===== src/rtl/serial_subtractor_pkg.sv =====
// Shared definitions for the bit-serial subtractor: FSM encoding and
// sizing helper for the bit counter.
package serial_subtractor_pkg;

  typedef enum logic [1:0] {
    IDLE = 2'd0,
    RUN  = 2'd1,
    DONE = 2'd2
  } state_e;

  // Bit counter must be able to hold 0..WIDTH.
  function automatic int unsigned cnt_w(input int unsigned width);
    return $clog2(width + 1);
  endfunction

endpackage


===== src/rtl/serial_subtractor_full_subtractor.sv =====
// One-bit full subtractor built from gate primitives.
//  x, y, bi : minuend bit, subtrahend bit, borrow-in
//  d        : difference bit  x ^ y ^ bi
//  bo       : borrow-out      (~x & y) | (~x & bi) | (y & bi)
module full_subtractor (
  input  logic x,
  input  logic y,
  input  logic bi,
  output logic d,
  output logic bo
);

  wire nx;
  wire t_xy;
  wire t_xb;
  wire t_yb;

  not g_nx (nx, x);
  xor g_d  (d, x, y, bi);
  and g_a0 (t_xy, nx, y);
  and g_a1 (t_xb, nx, bi);
  and g_a2 (t_yb, y, bi);
  or  g_bo (bo, t_xy, t_xb, t_yb);

endmodule


===== src/rtl/serial_subtractor.sv =====
// Bit-serial two's-complement subtractor: diff = a - b - bin, LSB first,
// one bit per clock, with a start/done handshake.
//  clk, rst      : clock, synchronous active-high reset
//  start         : request, honoured in IDLE or DONE only
//  a, b, bin     : operands, latched on the accepting edge
//  busy          : subtraction in progress
//  done          : one-cycle pulse when diff/flags update
//  diff          : registered WIDTH-bit difference
//  bout          : unsigned borrow-out
//  zero          : diff == 0
//  ovf           : signed overflow
module serial_subtractor
  import serial_subtractor_pkg::*;
#(
  parameter int unsigned WIDTH = 8
) (
  input  logic             clk,
  input  logic             rst,
  input  logic             start,
  input  logic [WIDTH-1:0] a,
  input  logic [WIDTH-1:0] b,
  input  logic             bin,
  output logic             busy,
  output logic             done,
  output logic [WIDTH-1:0] diff,
  output logic             bout,
  output logic             zero,
  output logic             ovf
);

  localparam int unsigned CW = cnt_w(WIDTH);

  state_e           state;
  state_e           state_n;
  logic [WIDTH-1:0] a_sr;
  logic [WIDTH-1:0] b_sr;
  logic [WIDTH-2:0] res_sr;
  logic             borrow;
  logic             a_msb;
  logic             b_msb;
  logic [CW-1:0]    count;

  logic             accept_c;
  logic             last_c;
  logic             d_c;
  logic             bo_c;
  logic [WIDTH-1:0] diff_c;

  // Single bit-slice shared by every cycle of the operation.
  full_subtractor u_fs (
    .x  (a_sr[0]),
    .y  (b_sr[0]),
    .bi (borrow),
    .d  (d_c),
    .bo (bo_c)
  );

  // Full result as it stands once the current bit is shifted in.
  assign diff_c = {d_c, res_sr};

  // State register.
  always_ff @(posedge clk) begin
    if (rst) state <= IDLE;
    else     state <= state_n;
  end

  // Next-state and control decode.
  always_comb begin
    state_n  = state;
    accept_c = 1'b0;
    last_c   = 1'b0;
    case (state)
      IDLE: begin
        if (start) begin
          accept_c = 1'b1;
          state_n  = RUN;
        end
      end
      RUN: begin
        if (count == CW'(WIDTH - 1)) begin
          last_c  = 1'b1;
          state_n = DONE;
        end
      end
      DONE: begin
        if (start) begin
          accept_c = 1'b1;
          state_n  = RUN;
        end else begin
          state_n = IDLE;
        end
      end
      default: state_n = IDLE;
    endcase
  end

  // Operand shifting, borrow chain and result/flag registers.
  always_ff @(posedge clk) begin
    if (rst) begin
      a_sr   <= '0;
      b_sr   <= '0;
      res_sr <= '0;
      borrow <= 1'b0;
      a_msb  <= 1'b0;
      b_msb  <= 1'b0;
      count  <= '0;
      busy   <= 1'b0;
      done   <= 1'b0;
      diff   <= '0;
      bout   <= 1'b0;
      zero   <= 1'b0;
      ovf    <= 1'b0;
    end else begin
      done <= 1'b0;
      if (accept_c) begin
        a_sr   <= a;
        b_sr   <= b;
        borrow <= bin;
        // MSBs are shifted out during RUN, so keep them for the overflow flag.
        a_msb  <= a[WIDTH-1];
        b_msb  <= b[WIDTH-1];
        count  <= '0;
        busy   <= 1'b1;
      end else if (state == RUN) begin
        a_sr   <= a_sr >> 1;
        b_sr   <= b_sr >> 1;
        borrow <= bo_c;
        res_sr <= diff_c[WIDTH-1:1];
        count  <= count + CW'(1);
        if (last_c) begin
          diff <= diff_c;
          bout <= bo_c;
          zero <= (diff_c == '0);
          ovf  <= (a_msb != b_msb) && (d_c != a_msb);
          busy <= 1'b0;
          done <= 1'b1;
        end
      end
    end
  end

endmodule


===== config.mk =====
export PLATFORM = sky130hd
export DESIGN_NAME = serial_subtractor
export DESIGN_NICKNAME = d
export VERILOG_FILES = /design/src/rtl/serial_subtractor_pkg.sv /design/src/rtl/serial_subtractor_full_subtractor.sv /design/src/rtl/serial_subtractor.sv
export SDC_FILE = /design/constraint.sdc
export NUM_CORES = 1
export LEC_CHECK = 0
export ABC_AREA = 1
export CAP_MARGIN = 5
export CELL_PAD_IN_SITES_DETAIL_PLACEMENT = 1
export CELL_PAD_IN_SITES_GLOBAL_PLACEMENT = 1
export CORE_MARGIN = 2
export CORE_UTILIZATION = 41
export DETAILED_ROUTE_END_ITERATION = 10
export GPL_TIMING_DRIVEN = 0
export PLACE_DENSITY_LB_ADDON = 0.05
export SLEW_MARGIN = 15
export SYNTH_ARGS = -nofsm -noshare
export SYNTH_HDL_FRONTEND = slang
export SYNTH_SLANG_ARGS = --single-unit

===== constraint.sdc =====
create_clock -name clk -period 2.55 [get_ports clk]
set_input_delay 0.51 -clock clk [delete_from_list [all_inputs] [get_ports clk]]
set_output_delay 0.51 -clock clk [all_outputs]
set_load 0.005 [all_outputs]

* Yosys cells after proc, flatten, opt, wreduce, memory -nomap -nowiden
Cells that the tools add are included.
** Operators by class
- Equal/unequal tests :: 7
- Reduce and logical (&&, ||, !) cells :: 14
- Muxes and demuxes :: 18
- Add/subtract/negate cells :: 1
- Bitwise gates (word level) :: 6
** Operator list (number)
- 2-to-1 mux 8 bit :: 4
- 2-to-1 mux 1 bit :: 11
- zero test 8 bit :: 1
- case mux 2 bit (3 select lines) :: 1
- AND reduction 2 bit :: 3
- OR reduction 3 bit :: 2
- adder 4 x 1 -> 4 bit (second input constant) :: 1
- equality test 4 x 3 -> 1 bit (second input constant) :: 1
- 2-to-1 mux 2 bit :: 2
- != test 2 bit (second input constant) :: 2
- nonzero test 2 bit :: 2
- OR reduction 2 bit :: 2
- bitwise AND 1 bit :: 3
- inverter 1 bit :: 3
- AND reduction 3 bit :: 1
- parity 3 bit :: 1
- equality test 2 x 1 -> 1 bit (second input constant) :: 1
- equality test 2 bit (second input constant) :: 1
- zero test 2 bit :: 1
- != test 1 bit :: 2
- logical AND 1 bit :: 1
** Word-level totals
- Input port bits :: 20
- Bits in registers :: 45
- Output and inout bits :: 13

* Depth between registers and ports, before layout
Gate-level depths: netlist (run 1).
- Depth after elaboration :: 6
- Depth in mapped cells :: 8
- Depth with buffers taken out :: 8

* Hierarchy
From an unflattened synthesis (run 1), not the netlist that was laid out.
** Second synthesis, totals
- Cell total of the unflattened synthesis :: 236
- Area, all modules :: 1809.2 um^2
** By module, submodules not included
- serial_subtractor :: instances 1, area each 1781.7 um^2, seq. area each 900.9 um^2, cells an instance 233
- full_subtractor :: instances 1, area each 27.5 um^2, seq. area each 0.0 um^2, cells an instance 3

* Worst setup path after synthesis (run 1)
No wires, ideal clock.
- Path kind :: register to register
- From :: reg borrow
- To :: reg zero
- Clock period less this slack :: 1.312 ns
- Path buffers :: 0
- Setup slack :: 1.238 ns
- Required time :: 2.486 ns
- Cell stages (with the launch flop) :: 8
- Data arrival time :: 1.248 ns
- Cell sequence :: dfxtp_1 > fa_1 > inv_1 > nor2_1 > nand2_1 > nor2_1 > nor2_1 > nor2_1
** On the way
- Cells in the longest elaborated chain, start to end :: 2
** RTL lines
- start: declaration :: RTL line serial_subtractor.sv:38 : logic borrow;
- start signal: assignment :: RTL line serial_subtractor.sv:118 : borrow <= bin;
- start signal: assignment :: RTL line serial_subtractor.sv:127 : borrow <= bo_c;
- parity 3 bit :: RTL line serial_subtractor_full_subtractor.sv:19 : xor g_d (d, x, y, bi);
- zero test 8 bit :: RTL line serial_subtractor.sv:133 : zero <= (diff_c == '0);
- end signal: assignment :: RTL line serial_subtractor.sv:133
- end: declaration :: RTL line serial_subtractor.sv:27 : output logic zero,
Every way passes these cells.
A chain may end at the register's enable or synchronous reset.

* Worst setup path after layout (run 1)
- From :: reg busy
- To :: out busy
** RTL lines
- start: declaration :: RTL line serial_subtractor.sv:23 : output logic busy,
- start signal: assignment :: RTL line serial_subtractor.sv:107 : busy <= 1'b0;
- start signal: assignment :: RTL line serial_subtractor.sv:123 : busy <= 1'b1;
- start signal: assignment :: RTL line serial_subtractor.sv:135 : busy <= 1'b0;
No word-level cell between the ends.

==> out/qor.txt, run 1 <==
==============================================================================
Synthesized area per cell                                             7.35 µm²
Final hold viol count                                                        0
Detailed-route wire length per cell                                    13.5 µm
Crit Path Category                                                flip-flop to primary output
Post-route antenna net violation count                                       0
Cell area after synthesis                                          0.00201 mm²
Summed negative setup slack over all endpoints                            0 ns
Max-slew violations                                                          0
DRT Wirelength                                                         5120 µm
Number of H-tree levels                                                      2
Clock tree from TritonCTS                                                 done
Worst ir drop on vdd                                                  0.273 mV
Leading cell type in the layout, fill and taps excluded                nand3_1
Postcts setup bufs                                                           0
Placer congestion estimate                                               0.787
Io pins                                                                     33
Synthesis Warnings                                                           0
# hold bufs at CTS                                                           0
Final setup vio count                                                        0
Outcome                                                           complete, no violations
Post-cts repair resize count                                                 0
End point of the worst hold path                                  diff[6]$_SDFFE_PP0P_
Y dimension of the die                                                 73.9 µm
Root buffer cell                                                      clkbuf_8
Maximum operating frequency                                            597 MHz
Met3 global-route usage                                                  3.25%
Core outline area                                                  0.00472 mm²
M2 GR Usage                                                              34.0%
Worst min-delay path class                                        flip-flop to flip-flop
Fraction of layout cells with a size suffix above 1                      10.6%
Pin count of the biggest net entering global routing                        14
Sequential area share after synthesis                                    44.9%
Floorplan die area                                                 0.00547 mm²
Highest-count cells in the layout ignoring fill and taps          nand3_1 (56), nand2_1 (51), dfxtp_1 (45)
Peak-usage layer in the global routing report                             met2
Clock transition at path regs                                          0.08 ns
Placed standard-cell area                                          0.00240 mm²
Type of element capturing the critical path                       primary output
Number of clock sinks                                                       45
Post-layout net count                                                      333
WP data arrival                                                        1.16 ns
Leakage power                                                          1.08 nW
Tightest slew margin relative to the limit                               67.7%
Longest individual stage delay on the worst path                       0.51 ns
Number of buffers and inverters on the critical path                         1
Req. time, crit path                                                   2.04 ns
Start point of the critical path                                  busy$_SDFFE_PP0P_
Initial Util                                                             42.5%
Slack of the worst reg-to-reg path                                     1.00 ns
CP top delay family                                               buffers and inverters
Wire length of the first global-routing pass                           8820 µm
Via density                                                               4.92
Met1 routing resource usage after global routing                         29.5%
Congestion Overflow GR                                                       0
Standard-cell row count                                                     25
Capture point of the worst reg-to-reg path                        zero$_SDFFE_PP0P_
Port bufs                                                                   31
Diodes inserted                                                              0
First drt pass iteration count                                               4
Transition time of the tightest slew-check pin                        0.484 ns
Final period demand of the worst path                                  1.67 ns
Reg-to-reg critical path startpoint                               borrow$_SDFFE_PP0P_
Vias after detailed routing                                               1866
Gate Count Post-Synth                                                      273
Worst setup skew after layout                                       0.00745 ns
Number of fill cells                                                       616
Critical Path Start Type                                             flip-flop
Clock latency reported for the late side of the worst-skew pair        0.30 ns
Start point of the worst min-delay path                           diff[6]$_SDFFE_PP0P_
Layout area overhead                                                     25.5%
Max Buffers Root-to-Sink                                                     2
Count of unresolved DRC violations after routing                             0
DP Wirelength                                                          3570 µm
Power density over cell area                                        613 mW/mm²
Initial DRC count                                                           78
Horizontal extent of the die                                           73.9 µm
Synthesized Nets                                                           295
Path depth of the worst reg2reg path                                         7
Number of flip-flops and latches in the synthesized netlist                 45
Initial antenna violation count                                              0
Final period utilization                                                 65.7%
Critical-path cell with the highest stage delay                   clkdlybuf4s50_1
Aggregate global-route resource usage                                    21.1%
Worst hold margin                                                     0.468 ns
Via count of the first global-routing pass                                1832
Max-cap violation count                                                      0
Summed area of non-filler cells in the final layout                0.00252 mm²
Unrepaired setup endpoints after global routing                          false
Cell Chain, Critical Path                                         clkdlybuf4s50_1
Post-synth cell types                                                       23
TritonCTS Buffers                                                            5
Cell count of the worst hold path                                            2
Worst Path Max Fanout                                                        2
==============================================================================
cells in the mapped netlist (all sizes together):
library cell | n | share of area (%)
buf | 15 | 5.4
nand3 | 58 | 15
dfxtp | 45 | 45
nand2 | 54 | 11
nor3 | 1 | 0.50
inv | 31 | 5.9
a21oi | 20 | 5.2
o21ai | 12 | 3.0
ha | 1 | 0.62
fa | 1 | 1.0
xor2 | 1 | 0.44
nor2 | 34 | 6.9
logic make-up after synthesis:
family,count (synthesis),share of synthesized area (%)
buffers and inverters,46,11.3
AOI/OAI and AO/OA,32,8.17
xor gates and xnor gates,1,0.437
and+or+nand+nor,147,33.6
adders and majority gates,2,1.62
DFF,45,44.9
sequential cells by signal, summed over array words and instances (netlist names):
name    count
a_msb       1
a_sr        8
b_msb       1
b_sr        8
borrow      1
bout        1
busy        1
count       4
diff        8
done        1
ovf         1
res_sr      7
state       2
zero        1
report_power, final:
part	leakage (nW)	internal (mW)	switching (mW)
Sequential	0.368	0.737	0.0250
Combinational	0.656	0.0914	0.125
Clock	0.0585	0.320	0.244
how the worst max path moves through the flow:
stage,to,depth (start not counted)
after floorplan,zero$_SDFFE_PP0P_,7
after global placement,diff[4]$_SDFFE_PP0P_,5
after detailed placement,bout$_SDFFE_PP0P_,5
after CTS,busy,1
after global routing,zero$_SDFFE_PP0P_,8
final,busy,1
through the flow:
stage                     power (mW)  worst slack (ns)  cells  util (%)
after floorplan                0.913              1.24    273         -
after global placement         0.986             0.783    371      50.8
after detailed placement       0.993             0.737    371      50.8
after CTS                       1.55             0.878    379      53.3
after global routing            1.61             0.832    379      53.3
final                           1.54             0.875    379      53.3
per-layer routing:
metal  routed length, µm  share of wire [%]
met1                2560                 50
met4                  56                1.1
met2                2360                 46
met5                   0                  0
met3                 142                2.8
cell type report:
type,count,area (µm²),share of cell area (%)
sequential,45,901,35.8
timing repair buffer,31,310,12.3
clock buffer,7,86.3,3.43
inverter,31,119,4.72
buffer,15,108,4.28
tap,67,83.8,3.33
multi-input combinational,182,878,34.9
clock inverter,1,30.0,1.19
Note: power is estimated with default switching activity, not from simulation.
==> run 2, diff against run 1 <==
--- a/config.mk
+++ b/config.mk
@@ -10,7 +10,7 @@
 export CELL_PAD_IN_SITES_DETAIL_PLACEMENT = 1
 export CELL_PAD_IN_SITES_GLOBAL_PLACEMENT = 1
 export CORE_MARGIN = 2
-export CORE_UTILIZATION = 41
+export CORE_UTILIZATION = 38
 export DETAILED_ROUTE_END_ITERATION = 10
 export GPL_TIMING_DRIVEN = 0
 export PLACE_DENSITY_LB_ADDON = 0.05
==> constraint.sdc (replaced) <==
create_clock -name clk -period 1.7 [get_ports clk]
set_input_delay 0.34 -clock clk [delete_from_list [all_inputs] [get_ports clk]]
set_output_delay 0.34 -clock clk [all_outputs]
set_load 0.005 [all_outputs]
==> run 2 against run 1 <==
Compared with the run above: register-to-register slack got worse by 0.81 ns; sequential cell count unchanged; utilization down 4.3 points; first-iteration DRC count rose by 12%; clock skew shrank 0.0033 ns; critical path depth rose by 6; cell count grew 0.79%; non-clock buffer count unchanged; critical endpoint is now zero$_SDFFE_PP0P_; via count shrank 2.4%.
==> out/qor.txt, run 2 (synthesis gave the netlist of run 1 again) <==
==============================================================================
Outcome                                                           complete, no violations
Floorplan die area                                                 0.00588 mm²   +7.5%
Wire length of the first global-routing pass                           8530 µm   -3.3%
Io pins                                                                     33   unchanged
Standard-cell row count                                                     26   +4.0%
Worst ir drop on vdd                                                  0.444 mV   +63%
Placer congestion estimate                                               0.771   -2.1%
Number of clock sinks                                                       45   unchanged
Crit Path Category                                                flip-flop to flip-flop
Pin count of the biggest net entering global routing                        15   +1
Via count of the first global-routing pass                                1805   -1.5%
# hold bufs at CTS                                                           0   unchanged
Final setup vio count                                                        0   unchanged
Via density                                                               4.77   -3.1%
Layout area overhead                                                     24.6%
Worst min-delay path class                                        flip-flop to flip-flop
Y dimension of the die                                                 76.7 µm   +3.7%
Clock transition at path regs                                          0.09 ns   about the same
Tightest slew margin relative to the limit                               64.4%   -3.3 points
Post-layout net count                                                      333   unchanged
Clock latency reported for the late side of the worst-skew pair        0.30 ns   about the same
Number of H-tree levels                                                      2   unchanged
Postcts setup bufs                                                           0   unchanged
Power density over cell area                                        867 mW/mm²   +41%
First drt pass iteration count                                               4   unchanged
Port bufs                                                                   31   unchanged
Max Buffers Root-to-Sink                                                     2   unchanged
Leakage power                                                          1.08 nW   -0.67%
Leading cell type in the layout, fill and taps excluded                nand3_1
TritonCTS Buffers                                                            5   unchanged
Regs by FF count                                                  a_sr (8), b_sr (8), diff (8)
Max-slew violations                                                          0   unchanged
Detailed-route wire length per cell                                    13.0 µm   -3.7%
Vias after detailed routing                                               1822   -2.4%
Core outline area                                                  0.00511 mm²   +8.1%
Count of unresolved DRC violations after routing                             0   unchanged
Initial DRC count                                                           87   +12%
Worst Path Max Fanout                                                        4   +2
Summed negative setup slack over all endpoints                            0 ns   unchanged
Root buffer cell                                                      clkbuf_8
Max-cap violation count                                                      0   unchanged
PnR Total Power                                                        2.17 mW   +40%
Unrepaired setup endpoints after global routing                          false
Post-route antenna net violation count                                       0   unchanged
Aggregate global-route resource usage                                    18.1%   -3.0 points
Final period utilization                                                 88.8%
DRT Wirelength                                                         4970 µm   -2.9%
Congestion Overflow GR                                                       0   unchanged
Final period demand of the worst path                                  1.51 ns
Initial antenna violation count                                              0   unchanged
Clock tree from TritonCTS                                                 done
Final hold viol count                                                        0   unchanged
Highest-count cells in the layout ignoring fill and taps          nand3_1 (56), nand2_1 (51), dfxtp_1 (45)
Req. time, crit path                                                   1.94 ns   -0.10 ns
DP Wirelength                                                          3600 µm   +1.1%
Maximum operating frequency                                            662 MHz
Type of element capturing the critical path                          flip-flop
Worst setup skew after layout                                       0.00420 ns   -0.00325 ns
Post-cts repair resize count                                                 0   unchanged
Transition time of the tightest slew-check pin                        0.534 ns   +0.0496 ns
Critical Path Start Type                                             flip-flop
Initial Util                                                             39.3%   -3.2 points
Horizontal extent of the die                                           76.7 µm   +3.7%
WP data arrival                                                        1.75 ns   +0.59 ns
Worst hold margin                                                     0.471 ns   +0.00241 ns
Diodes inserted                                                              0   unchanged
Number of fill cells                                                       674   +9.4%
Fraction of layout cells with a size suffix above 1                      10.9%   +0.32 points
==============================================================================
## run 2: cell count changes in the layout (fill, tap and decap cells not counted)
cell	previous run	this run
bufinv_16	1	0
clkbuf_1	1	0
clkinv_2	0	1
clkinv_4	0	1
## run 2: path summary, 6_finish.rpt
check	cells past startpoint	to	start	slack (ns)
max	7	zero$_SDFFE_PP0P_	borrow$_SDFFE_PP0P_	0.19
min	2	bout$_SDFFE_PP0P_	bout$_SDFFE_PP0P_	0.47
max reg2reg	7	zero$_SDFFE_PP0P_	borrow$_SDFFE_PP0P_	0.19
min reg2reg	2	bout$_SDFFE_PP0P_	bout$_SDFFE_PP0P_	0.47
## run 2: layer usage
metal	track usage, %	vias to the layer above	part of all wire (%)	wire length, µm
li1	-	949	-	-
met1	24.9	841	51	2540
met2	28.7	26	45	2220
met3	3.18	6	2.9	144
met4	6.00	0	1.3	66
met5	0	-	0	0
## run 2: cell type report
cell class | instances | area, µm² | share of cell area [%]
tap | 70 | 87.6 | 3.50
clock buffer | 6 | 82.6 | 3.30
buffer | 15 | 108 | 4.30
multi-input combinational | 182 | 878 | 35.1
inverter | 31 | 119 | 4.75
timing repair buffer | 31 | 310 | 12.4
sequential | 45 | 901 | 36.0
clock inverter | 2 | 13.8 | 0.551
## run 2: power breakdown
| group | switching (mW) | internal [mW] |
|---|---|---|
| combinational | 0.179 | 0.137 |
| sequential | 0.0368 | 1.11 |
| clock | 0.378 | 0.330 |
| total | 0.593 | 1.57 |
## run 2: critical path: stages (launching register included)
cell	delay, ns
dfxtp_1	0.34
fa_1	0.65
inv_1	0.08
nor2_1	0.12
nand2_1	0.06
nor2_1	0.08
nor2_1	0.04
nor2_1	0.08
## run 2: through the flow
stage	instances	util (%)	cell area, µm²	worst slack [ns]
2_1_floorplan	273	-	2010	0.388
3_3_place_gp	374	47.1	2400	0.0983
3_5_place_dp	374	47.1	2400	0.0627
4_1_cts	382	48.9	2500	0.172
5_1_grt	382	48.9	2500	0.0518
6_report	382	48.9	2500	0.190
==> run 3, diff against run 2 <==
--- a/config.mk
+++ b/config.mk
@@ -7,7 +7,7 @@
 export LEC_CHECK = 0
 export ABC_AREA = 1
 export CAP_MARGIN = 5
-export CELL_PAD_IN_SITES_DETAIL_PLACEMENT = 1
+export CELL_PAD_IN_SITES_DETAIL_PLACEMENT = 0
 export CELL_PAD_IN_SITES_GLOBAL_PLACEMENT = 1
 export CORE_MARGIN = 2
 export CORE_UTILIZATION = 38
==> run 3 against run 2 <==
Compared with the run above: utilization shrank 0.20 points; cell count decreased by 0.26%; via count shrank 1.5%; global-route usage shrank 1.7 points; critical path depth did not move; power shrank 1.9%; combinational power shrank 1%; fmax hardly changed; sequential share of layout area is 0.14 points higher; cell area decreased by 0.40%; hold slack got worse by 0.0038 ns.
==> out/qor.txt, run 3 (synthesis gave the netlist of run 1 again) <==
==============================================================================
Number of clock sinks                                                       45   unchanged
Pin count of the biggest net entering global routing                        13   -2
Via density                                                               4.71   -1.2%
Worst setup skew after layout                                       0.00830 ns   +0.00410 ns
Req. time, crit path                                                   1.93 ns   about the same
Summed area of non-filler cells in the final layout                0.00249 mm²   -0.40%
Diodes inserted                                                              0   unchanged
Outcome                                                           complete, no violations
Unrepaired setup endpoints after global routing                          false
Core outline area                                                  0.00511 mm²   unchanged
DRT Wirelength                                                         4520 µm   -9.0%
Post-route antenna net violation count                                       0   unchanged
Final period utilization                                                 88.8%   about the same
Clock transition at path regs                                          0.08 ns   about the same
Post-cts repair resize count                                                 0   unchanged
Io pins                                                                     33   unchanged
Worst Path Max Fanout                                                        4   unchanged
Aggregate global-route resource usage                                    16.3%   -1.7 points
Regs by FF count                                                  a_sr (8), b_sr (8), diff (8)
Congestion Overflow GR                                                       0   unchanged
Summed negative setup slack over all endpoints                            0 ns   unchanged
Number of H-tree levels                                                      2   unchanged
Standard-cell row count                                                     26   unchanged
WP data arrival                                                        1.74 ns   about the same
Tightest slew margin relative to the limit                               68.7%   +4.3 points
Max Buffers Root-to-Sink                                                     2   unchanged
Clock latency reported for the late side of the worst-skew pair        0.30 ns   about the same
TritonCTS Buffers                                                            5   unchanged
Placer congestion estimate                                               0.771   unchanged
Y dimension of the die                                                 76.7 µm   unchanged
Cell count of the worst hold path                                            2   unchanged
Max-slew violations                                                          0   unchanged
Max-cap violation count                                                      0   unchanged
Floorplan die area                                                 0.00588 mm²   unchanged
Clock tree from TritonCTS                                                 done
Via count of the first global-routing pass                                1637   -9.3%
Initial Util                                                             39.3%   unchanged
Crit Path Category                                                flip-flop to flip-flop
Leakage power                                                          1.07 nW   -0.64%
Final hold viol count                                                        0   unchanged
Port bufs                                                                   31   unchanged
First drt pass iteration count                                               5   +1
Postcts setup bufs                                                           0   unchanged
Highest-count cells in the layout ignoring fill and taps          nand3_1 (56), nand2_1 (51), dfxtp_1 (45)
Horizontal extent of the die                                           76.7 µm   unchanged
Vias after detailed routing                                               1795   -1.5%
Final period demand of the worst path                                  1.51 ns   -0.000923 ns
Final setup vio count                                                        0   unchanged
Initial DRC count                                                           69   -21%
Detailed-route wire length per cell                                    11.9 µm   -8.8%
Critical Path Start Type                                             flip-flop
# hold bufs at CTS                                                           0   unchanged
DP Wirelength                                                          3240 µm   -10%
Post-layout net count                                                      333   unchanged
Root buffer cell                                                      clkbuf_8
Count of unresolved DRC violations after routing                             0   unchanged
Worst min-delay path class                                        flip-flop to flip-flop
Leading cell type in the layout, fill and taps excluded                nand3_1
Worst ir drop on vdd                                                  0.456 mV   +2.7%
Power density over cell area                                        854 mW/mm²   -1.5%
Wire length of the first global-routing pass                           7690 µm   -9.9%
Path depth of the worst reg2reg path                                         7   unchanged
Placed standard-cell area                                          0.00240 mm²   unchanged
Initial antenna violation count                                              0   unchanged
Fraction of layout cells with a size suffix above 1                      10.3%   -0.61 points
Type of element capturing the critical path                          flip-flop
Maximum operating frequency                                            663 MHz   about the same
Transition time of the tightest slew-check pin                        0.470 ns   -0.0641 ns
Layout area overhead                                                     24.1%
==============================================================================
-- run 3: cell types whose count changed in the layout (fill, tap and decap cells not counted) --
cell	previous run	this run
clkinv_2	1	0
clkbuf_1	0	1
clkinv_4	1	0
-- run 3: path summary, 6_finish.rpt --
kind                                     startpoint           endpoint  slack (ns)
worst min-delay path              bout$_SDFFE_PP0P_  bout$_SDFFE_PP0P_        0.47
worst max register to register  borrow$_SDFFE_PP0P_  zero$_SDFFE_PP0P_        0.19
worst max-delay path            borrow$_SDFFE_PP0P_  zero$_SDFFE_PP0P_        0.19
worst min register to register    bout$_SDFFE_PP0P_  bout$_SDFFE_PP0P_        0.47
-- run 3: where the power goes --
group | internal (mW) | leakage (nW) | switching, mW
Sequential | 1.11 | 0.368 | 0.0353
Clock | 0.323 | 0.0443 | 0.349
Combinational | 0.137 | 0.656 | 0.175
Total | 1.57 | 1.07 | 0.560
-- run 3: metal layers --
layer / part of all wire, % / routed length (µm) / GRT usage (%)
met5: 0 / 0 / 0
met4: 1.5 / 69 / 6.55
met3: 4.4 / 201 / 3.65
met2: 44 / 1970 / 24.9
met1: 50 / 2270 / 22.5
-- run 3: layout make-up --
cell class,instances,area [µm²]
plain buffers,15,108
clock buffers,7,86.3
fillers,571,2620
inverters,31,119
multi-input cells,182,878
flip-flops and latches,45,901
well taps,70,87.6
repair buffers,31,310
-- run 3: metrics by stage --
stage	setup WS (ns)	hold slack (ns)	total power [mW]	cells	util [%]
finish	0.191	0.467	2.13	381	48.8
global route	0.0740	0.490	2.24	381	48.8
CTS	0.184	0.470	2.15	381	48.8
detailed placement	0.0960	0.457	1.48	374	47.1
global placement	0.0983	0.454	1.48	374	47.1
floorplan	0.388	0.444	1.37	273	-
-- run 3: worst max-delay path, cell delays in order, from the launching register on --
cell and delay [ns]:
dfxtp_1 0.34, fa_1 0.66, inv_1 0.09, nor2_1 0.12
nand2_1 0.06, nor2_1 0.08, nor2_1 0.04, nor2_1 0.06
